[config.mk]
export PLATFORM = sky130hd
export DESIGN_NAME = trace_capture_buffer_flat
export DESIGN_NICKNAME = d
export VERILOG_FILES = /design/src/rtl/trace_capture_buffer_if.sv /design/src/rtl/trace_capture_buffer.sv /design/src/flat_wrapper.sv
export SDC_FILE = /design/constraint.sdc
export NUM_CORES = 2
export LEC_CHECK = 0
export BUFFER_PORTS_ARGS = -buffer_cell sky130_fd_sc_hd__buf_2
export CELL_PAD_IN_SITES_DETAIL_PLACEMENT = 0
export CELL_PAD_IN_SITES_GLOBAL_PLACEMENT = 1
export CORE_MARGIN = 10
export CORE_UTILIZATION = 35
export DETAILED_ROUTE_END_ITERATION = 10
export PLACE_DENSITY = 0.64
export SLEW_MARGIN = 30
export SYNTH_ARGS = -nofsm -noshare
export SYNTH_HDL_FRONTEND = slang
export SYNTH_SLANG_ARGS = --single-unit
[constraint.sdc]
create_clock -name i_clk -period 13.2 [get_ports i_clk]
set_input_delay 1.98 -clock i_clk [delete_from_list [all_inputs] [get_ports i_clk]]
set_output_delay 1.98 -clock i_clk [all_outputs]
set_load 0.01 [all_outputs]
[src/rtl/trace_capture_buffer_if.sv]
// trace_capture_buffer_if
//   Bundles the retirement-sample inputs, arm/trigger controls, readout index
//   and all status/readout outputs of trace_capture_buffer.
//   Clock and reset are kept as plain ports on the module.
//   master : drives the core samples and controls and receives readout/status
//   slave  : the capture buffer itself
//   Ports carried:
//     i_valid, i_pc, i_inst, i_alu, i_rs2_data  retirement sample
//     i_arm, i_trig_pc, i_trig_en, i_mode       capture control
//     i_rd_addr                                 readout index (0 = oldest)
//     o_rd_pc, o_rd_inst, o_rd_alu, o_rd_wdata  registered readout data
//     o_state, o_count, o_trig_idx, o_done      status
interface trace_capture_buffer_if #(
   parameter int DATA_W = 32,
   parameter int AW     = 5
);
   logic              i_valid;
   logic [DATA_W-1:0] i_pc;
   logic [DATA_W-1:0] i_inst;
   logic [DATA_W-1:0] i_alu;
   logic [DATA_W-1:0] i_rs2_data;
   logic              i_arm;
   logic [DATA_W-1:0] i_trig_pc;
   logic              i_trig_en;
   logic [1:0]        i_mode;
   logic [AW-1:0]     i_rd_addr;
   logic [DATA_W-1:0] o_rd_pc;
   logic [DATA_W-1:0] o_rd_inst;
   logic [DATA_W-1:0] o_rd_alu;
   logic [DATA_W-1:0] o_rd_wdata;
   logic [1:0]        o_state;
   logic [AW:0]       o_count;
   logic [AW-1:0]     o_trig_idx;
   logic              o_done;

   modport master (
      output i_valid, i_pc, i_inst, i_alu, i_rs2_data,
      output i_arm, i_trig_pc, i_trig_en, i_mode, i_rd_addr,
      input  o_rd_pc, o_rd_inst, o_rd_alu, o_rd_wdata,
      input  o_state, o_count, o_trig_idx, o_done
   );

   modport slave (
      input  i_valid, i_pc, i_inst, i_alu, i_rs2_data,
      input  i_arm, i_trig_pc, i_trig_en, i_mode, i_rd_addr,
      output o_rd_pc, o_rd_inst, o_rd_alu, o_rd_wdata,
      output o_state, o_count, o_trig_idx, o_done
   );
endinterface

[src/rtl/trace_capture_buffer.sv]
// trace_capture_buffer
//   On-chip retirement trace for the RV32I single-cycle core. Each retiring
//   instruction that passes the capture filter is written as
//   {pc, inst, alu, wdata} into a DEPTH-entry circular buffer. An
//   arm/trigger/post-trigger FSM freezes a window around a trigger PC;
//   entries are read back by oldest-relative index with one cycle latency.
//   Ports:
//     i_clk  clock (rising edge)
//     i_rst  asynchronous active-high reset
//     bus    trace_capture_buffer_if.slave (samples, controls, readout, status)
//   Optional feature macro: TRACE_FILTER_EN
//     defined   -> i_mode selects all / stores only / control flow only
//     undefined -> every valid instruction is captured, i_mode ignored
module trace_capture_buffer #(
   parameter int DEPTH     = 32,
   parameter int DATA_W    = 32,
   parameter int POST_TRIG = 8,
   parameter int AW        = $clog2(DEPTH)
) (
   input logic                   i_clk,
   input logic                   i_rst,
   trace_capture_buffer_if.slave bus
);
   localparam int             CW        = AW + 1;
   localparam logic [CW-1:0]  FULL      = CW'(DEPTH);
   localparam logic [CW-1:0]  POST_LAST = CW'(POST_TRIG);
   localparam logic [6:0]     OP_STORE  = 7'b0100011;
   localparam logic [6:0]     OP_BRANCH = 7'b1100011;
   localparam logic [6:0]     OP_JAL    = 7'b1101111;
   localparam logic [6:0]     OP_JALR   = 7'b1100111;

   typedef enum logic [1:0] {IDLE = 2'd0, ARMED = 2'd1, POST = 2'd2, DONE = 2'd3} state_t;

   state_t              state, state_nxt;
   logic [4*DATA_W-1:0] mem [DEPTH];
   logic [AW-1:0]       wr_ptr, trig_ptr, base, phys;
   logic [CW-1:0]       count, post_cnt;
   logic                trig_seen;
   logic [6:0]          opcode;
   logic                filter_pass, trigger, capture;
   logic [DATA_W-1:0]   wdata;
   logic [DATA_W-1:0]   rd_pc_p1, rd_inst_p1, rd_alu_p1, rd_wdata_p1;

`ifdef TRACE_FILTER_EN
   function automatic logic filter_ok(input logic [1:0] mode, input logic [6:0] op);
      case (mode)
         2'b01:   filter_ok = (op == OP_STORE);
         2'b10:   filter_ok = (op == OP_BRANCH) || (op == OP_JAL) || (op == OP_JALR);
         default: filter_ok = 1'b1;
      endcase
   endfunction

   assign filter_pass = filter_ok(bus.i_mode, opcode);
`else
   // Mode input stays on the interface but has no effect in this build.
   logic unused_mode;
   assign unused_mode = ^bus.i_mode;
   assign filter_pass = 1'b1;
`endif

   assign opcode = bus.i_inst[6:0];
   assign wdata  = (opcode == OP_STORE) ? bus.i_rs2_data : '0;

   // A trigger entry is written even if the filter would reject it. Arm takes
   // priority over everything in the same cycle, so nothing is captured then.
   assign trigger = (state == ARMED) && bus.i_valid && bus.i_trig_en &&
                    (bus.i_pc == bus.i_trig_pc);
   assign capture = !bus.i_arm && ((state == ARMED) || (state == POST)) &&
                    bus.i_valid && (filter_pass || trigger);

   always_ff @(posedge i_clk or posedge i_rst) begin
      if (i_rst) state <= IDLE;
      else       state <= state_nxt;
   end

   always_comb begin
      state_nxt = state;
      if (bus.i_arm) begin
         state_nxt = ARMED;
      end else begin
         case (state)
            ARMED:   if (trigger) state_nxt = (POST_TRIG == 0) ? DONE : POST;
            POST:    if (capture && (post_cnt + CW'(1) == POST_LAST)) state_nxt = DONE;
            default: state_nxt = state;
         endcase
      end
   end

   always_ff @(posedge i_clk or posedge i_rst) begin
      if (i_rst) begin
         wr_ptr    <= '0;
         count     <= '0;
         post_cnt  <= '0;
         trig_ptr  <= '0;
         trig_seen <= 1'b0;
      end else if (bus.i_arm) begin
         wr_ptr    <= '0;
         count     <= '0;
         post_cnt  <= '0;
         trig_ptr  <= '0;
         trig_seen <= 1'b0;
      end else if (capture) begin
         wr_ptr <= wr_ptr + AW'(1);
         if (count != FULL) count <= count + CW'(1);
         if (trigger) begin
            trig_ptr  <= wr_ptr;
            trig_seen <= 1'b1;
         end
         if (state == POST) post_cnt <= post_cnt + CW'(1);
      end
   end

   // Entry storage carries no reset.
   always_ff @(posedge i_clk) begin
      if (capture) mem[wr_ptr] <= {bus.i_pc, bus.i_inst, bus.i_alu, wdata};
   end

   // When full, count[AW-1:0] wraps to 0 so the oldest entry is at wr_ptr.
   assign base = wr_ptr - count[AW-1:0];
   assign phys = base + bus.i_rd_addr;

   // Readout stage p1
   always_ff @(posedge i_clk or posedge i_rst) begin
      if (i_rst) begin
         {rd_pc_p1, rd_inst_p1, rd_alu_p1, rd_wdata_p1} <= '0;
      end else if ({1'b0, bus.i_rd_addr} < count) begin
         {rd_pc_p1, rd_inst_p1, rd_alu_p1, rd_wdata_p1} <= mem[phys];
      end else begin
         {rd_pc_p1, rd_inst_p1, rd_alu_p1, rd_wdata_p1} <= '0;
      end
   end

   assign bus.o_rd_pc    = rd_pc_p1;
   assign bus.o_rd_inst  = rd_inst_p1;
   assign bus.o_rd_alu   = rd_alu_p1;
   assign bus.o_rd_wdata = rd_wdata_p1;
   assign bus.o_state    = state;
   assign bus.o_count    = count;
   assign bus.o_done     = (state == DONE);
   assign bus.o_trig_idx = trig_seen ? (trig_ptr - base) : '0;
endmodule
[src/flat_wrapper.sv]
// flat-port wrapper written by rule: the top's interface ports become plain ports
module trace_capture_buffer_flat 
#(
   parameter int DEPTH     = 32,
   parameter int DATA_W    = 32,
   parameter int POST_TRIG = 8,
   parameter int AW        = $clog2(DEPTH)
)
  (i_clk, i_rst, bus_i_valid, bus_i_pc, bus_i_inst, bus_i_alu, bus_i_rs2_data, bus_i_arm, bus_i_trig_pc, bus_i_trig_en, bus_i_mode, bus_i_rd_addr, bus_o_rd_pc, bus_o_rd_inst, bus_o_rd_alu, bus_o_rd_wdata, bus_o_state, bus_o_count, bus_o_trig_idx, bus_o_done);
  trace_capture_buffer_if #(.DATA_W(DATA_W), .AW(AW)) bus_i ();
  input logic i_clk;
  input logic i_rst;
  input wire logic [$bits(bus_i.i_valid)-1:0] bus_i_valid;
  input wire logic [$bits(bus_i.i_pc)-1:0] bus_i_pc;
  input wire logic [$bits(bus_i.i_inst)-1:0] bus_i_inst;
  input wire logic [$bits(bus_i.i_alu)-1:0] bus_i_alu;
  input wire logic [$bits(bus_i.i_rs2_data)-1:0] bus_i_rs2_data;
  input wire logic [$bits(bus_i.i_arm)-1:0] bus_i_arm;
  input wire logic [$bits(bus_i.i_trig_pc)-1:0] bus_i_trig_pc;
  input wire logic [$bits(bus_i.i_trig_en)-1:0] bus_i_trig_en;
  input wire logic [$bits(bus_i.i_mode)-1:0] bus_i_mode;
  input wire logic [$bits(bus_i.i_rd_addr)-1:0] bus_i_rd_addr;
  output wire logic [$bits(bus_i.o_rd_pc)-1:0] bus_o_rd_pc;
  output wire logic [$bits(bus_i.o_rd_inst)-1:0] bus_o_rd_inst;
  output wire logic [$bits(bus_i.o_rd_alu)-1:0] bus_o_rd_alu;
  output wire logic [$bits(bus_i.o_rd_wdata)-1:0] bus_o_rd_wdata;
  output wire logic [$bits(bus_i.o_state)-1:0] bus_o_state;
  output wire logic [$bits(bus_i.o_count)-1:0] bus_o_count;
  output wire logic [$bits(bus_i.o_trig_idx)-1:0] bus_o_trig_idx;
  output wire logic [$bits(bus_i.o_done)-1:0] bus_o_done;
  assign bus_i.i_valid = bus_i_valid;
  assign bus_i.i_pc = bus_i_pc;
  assign bus_i.i_inst = bus_i_inst;
  assign bus_i.i_alu = bus_i_alu;
  assign bus_i.i_rs2_data = bus_i_rs2_data;
  assign bus_i.i_arm = bus_i_arm;
  assign bus_i.i_trig_pc = bus_i_trig_pc;
  assign bus_i.i_trig_en = bus_i_trig_en;
  assign bus_i.i_mode = bus_i_mode;
  assign bus_i.i_rd_addr = bus_i_rd_addr;
  assign bus_o_rd_pc = bus_i.o_rd_pc;
  assign bus_o_rd_inst = bus_i.o_rd_inst;
  assign bus_o_rd_alu = bus_i.o_rd_alu;
  assign bus_o_rd_wdata = bus_i.o_rd_wdata;
  assign bus_o_state = bus_i.o_state;
  assign bus_o_count = bus_i.o_count;
  assign bus_o_trig_idx = bus_i.o_trig_idx;
  assign bus_o_done = bus_i.o_done;
  trace_capture_buffer #(.DEPTH(DEPTH), .DATA_W(DATA_W), .POST_TRIG(POST_TRIG), .AW(AW)) u_core (.i_clk(i_clk), .i_rst(i_rst), .bus(bus_i));
endmodule
==> results.cfg <==
[clock_tree]
cts_setup_buffers = 0
cts-resized-gates = 0
clk_latency_ps = 990
cts_buffers = 428
cts.sinks = 4249
holdBufCountCts = 0
cts-root-buf = clkbuf_16
cts_buffer_depth = 4
h-tree-depth = 5
clk_pin_slew_ps = 60
cts_tree = yes

[place]
hpwlAfterDp_mm = 212
dp_cells = 13400
gp_congestion = 0.740
io_buffer_count = 311

[sta]
final_hold_viol_count = 0
layout_min_cycle_time_ps = 6020
skew_ps = 60.8
relSlewSlack_pct = 28.3
fmax_ghz = 0.166
worstMarginPinSlew_ps = 1070
fin_crit_sh_pct = 45.6
fin_tns_setup_ps = 0
drv_slew = 0
rsz0062_at_grt = false
finalSetupViolCount = 0

[setup_path]
critPathMaxFanout = 40
setup.worst_path.start = bus_i_valid
crit_chain = buf_2, nor2b_2, nor2b_1, nand2_1, nor2_4, buf_4, buf_4, buf_4
cp.buffers_inverters = 4
arrival_ps = 6600
cp_common_cell = buf_4
r2r_start = u_core.wr_ptr[0]
critPathCaptureType = register
crit_path_start_kind = primary input
slowest_stage = buf_4
crit_required_ps = 13780
critical-path-top-delay-family = simple AND/OR/NAND/NOR gates
reg2reg_depth = 13
cpPeakStageDelay_ps = 880
cp.depth = 8
crit_type = primary input to register

[grt]
overflow = 0
antenna_found_initial = 81
grtUsageTotal_pct = 16.9
grt_max_degree = 139
grt_pass1_wl_mm = 604
grt_pass1_vias = 80000

[logic_synthesis]
ys_types = 48
syn-num-nets = 7338
async_flop_share_pct = 3.60
yosys.area.top_type = edfxtp_1
avgSynthCellArea_sq_um = 22.8
synthDominantCellAreaShare_pct = 75.5
synth-edff-count = 4096
syn-instance-count = 7136
ys_seq_area_share_pct = 77.9
synth-main-ff-cell = edfxtp_1
syn-cell-area_sq_um = 163000
yosys-top-cells-area = edfxtp_1 (76%), mux4_2 (14%), dfrtp_1 (2.4%), mux2i_1 (1.6%), mux2_2 (0.91%)
ys_warn_count = 0
ys_ff_latch = 4249

[layout]
multi_input_area_sq_um = 34300
syn_to_final_growth_pct = 14.5
fillCellCount = 40600
drive_above_1_share_pct = 29.4
final_nets = 7862
regArea_sq_um = 127000
fin_cells = 14200

[floorplanning]
ios = 314
initial_core_util_pct = 35.1
die-height_um = 702
die_w_um = 702
core_area_sq_um = 464000
die_area_sq_um = 493000
rows = 250

[route]
wl_mm = 426
viasPerCell = 5.42
drc = 0
detail-route-antenna-nets = 0
vias = 77000
drt_iter0_markers = 8160
firstDrtPassIters = 5
post_drt_wl_per_cell_um = 30.0

[power]
powerDensity_nw_per_um2 = 188
ir_drop_v = 0.000168
p_leak_uw = 0.0583

[hold_path]
hp-start = u_core.post_cnt[5]
hold_depth = 2
holdCritPathClass = register to register

[outcome]
status = completed

[flow_run]
cap_violations = 0
[state kept, by name (all words and copies together), names as in the netlist]
register               flops
u_core.bus.o_rd_pc        32
u_core.bus.o_rd_alu       32
u_core.trig_ptr            5
u_core.post_cnt            6
u_core.bus.o_state         2
u_core.bus.o_rd_wdata     32
u_core.wr_ptr              5
u_core.bus.o_count         6
u_core.trig_seen           1
u_core.bus.o_rd_inst      32
u_core.mem              4096
[per-layer routing]
layer  part of all wire (%)  GRT usage (%)  vias to the layer above  routed length (um)
li1                       -              -                    31200                   -
met1                     44           24.4                    42400              186000
met2                     47           27.0                     2832              201000
met3                    7.2           2.99                      620               30800
met4                    2.0           3.45                       26                8610
met5                  0.040              0                        -                 171
[cells in the final DEF (no fill, tap or decap), types with 21 or more instances in the layout]
cell type  netlist  final
ha_1            27     26
o32ai_1        128    117
xor2_1          21     21
nor2_4           0     32
nor2_1          53     21
dfrtp_1        153    153
buf_2          119    311
edfxtp_1      4096   4096
mux4_2        1024   1024
and3_1         132    132
buf_4           86    120
and2_1         161    129
nand2_1        271    271
mux2_2         131    131
clkinv_2         0     88
clkbuf_1       144     82
mux2i_1        259    259
and2_2           0     32
xnor2_1         31     29
clkbuf_16        0    433
clkinv_1         0     96
buf_12           0     42
a211oi_1       130    130
bufinv_16        0     31
[cell usage after synthesis (3+ instances only)]
master / number
clkbuf_1: 144
nand3b_1: 3
nand2b_1: 4
nor2b_1: 8
xnor2_1: 31
mux2i_1: 259
xor2_1: 21
inv_1: 21
buf_1: 20
fa_1: 3
o32ai_1: 128
mux2_2: 131
nor3_1: 6
buf_2: 119
a21oi_1: 14
o21ai_0: 6
ha_1: 27
nor2_1: 53
dfrtp_1: 153
nand2_1: 271
and2_1: 161
and3_1: 132
buf_6: 24
nand4_1: 14
edfxtp_1: 4096
a21o_1: 8
mux4_2: 1024
nor4_1: 3
o211ai_1: 4
buf_4: 86
a211oi_1: 130
nand3_1: 9
[final cells by class]
cell class,instances,share of cell area [%]
flip-flops and latches,4249,68.0
multi-input cells,2471,18.4
clock buffers,529,6.08
well taps,6174,4.14
repair buffers,489,1.96
clock inverters,273,1.36
inverters,21,0.0463
diodes,13,0.0174
[final timing paths]
| path | to | slack [ps] |
|---|---|---|
| setup / recovery | u_core.mem[30][76] | 7180 |
| hold / removal | u_core.post_cnt[5] | 550 |
| setup reg to reg | u_core.bus.o_rd_inst[22] | 7280 |
| hold reg to reg | u_core.post_cnt[5] | 550 |
| max in group asynchronous | u_core.bus.o_rd_alu[6] | 10330 |
| min in group asynchronous | u_core.bus.o_rd_inst[17] | 1060 |
[worst register-to-register path, stage by stage (launching register included)]
cell and delay (ps):
dfrtp_1 430, inv_1 190, ha_1 180, inv_1 60
fa_1 410, xor2_1 260, ha_1 400, a21oi_1 400
xnor2_4 160, buf_4 420, buf_4 760, buf_4 940
a211oi_1 150, o32ai_1 950
[per-stage QoR]
| stage | util (%) | power [uW] | instance area (sq um) | setup slack, ps | hold WS [ps] |
|---|---|---|---|---|---|
| 2_1_floorplan | - | 21000 | 163000 | 4560 | 505 |
| 6_report | 40.2 | 35100 | 186000 | 7180 | 554 |
| 4_1_cts | 40.2 | 35500 | 186000 | 6790 | 566 |
| 3_3_place_gp | 37.1 | 23500 | 172000 | 5830 | 536 |
| 5_1_grt | 40.2 | 36500 | 186000 | 6930 | 602 |
| 3_5_place_dp | 37.2 | 23500 | 172000 | 5740 | 538 |
[cell families after synthesis]
family | count (synthesis) | share of synthesized area [%]
DFF | 4249 | 77.9
muxes | 1414 | 16.7
and+or+nand+nor | 677 | 2.11
buffers and inverters | 416 | 1.36
AOI/OAI and AO/OA | 296 | 1.44
xor gates and xnor gates | 54 | 0.300
adders and majority gates | 30 | 0.244
[report_power, final]
part           switching [uW]  total, uW  internal [uW]
combinational            4460       8000           3540
clock                    5200      11900           6740
sequential                157      15100          15000
total                    9820      35100          25200
Note: power is estimated with default switching activity, not from simulation.
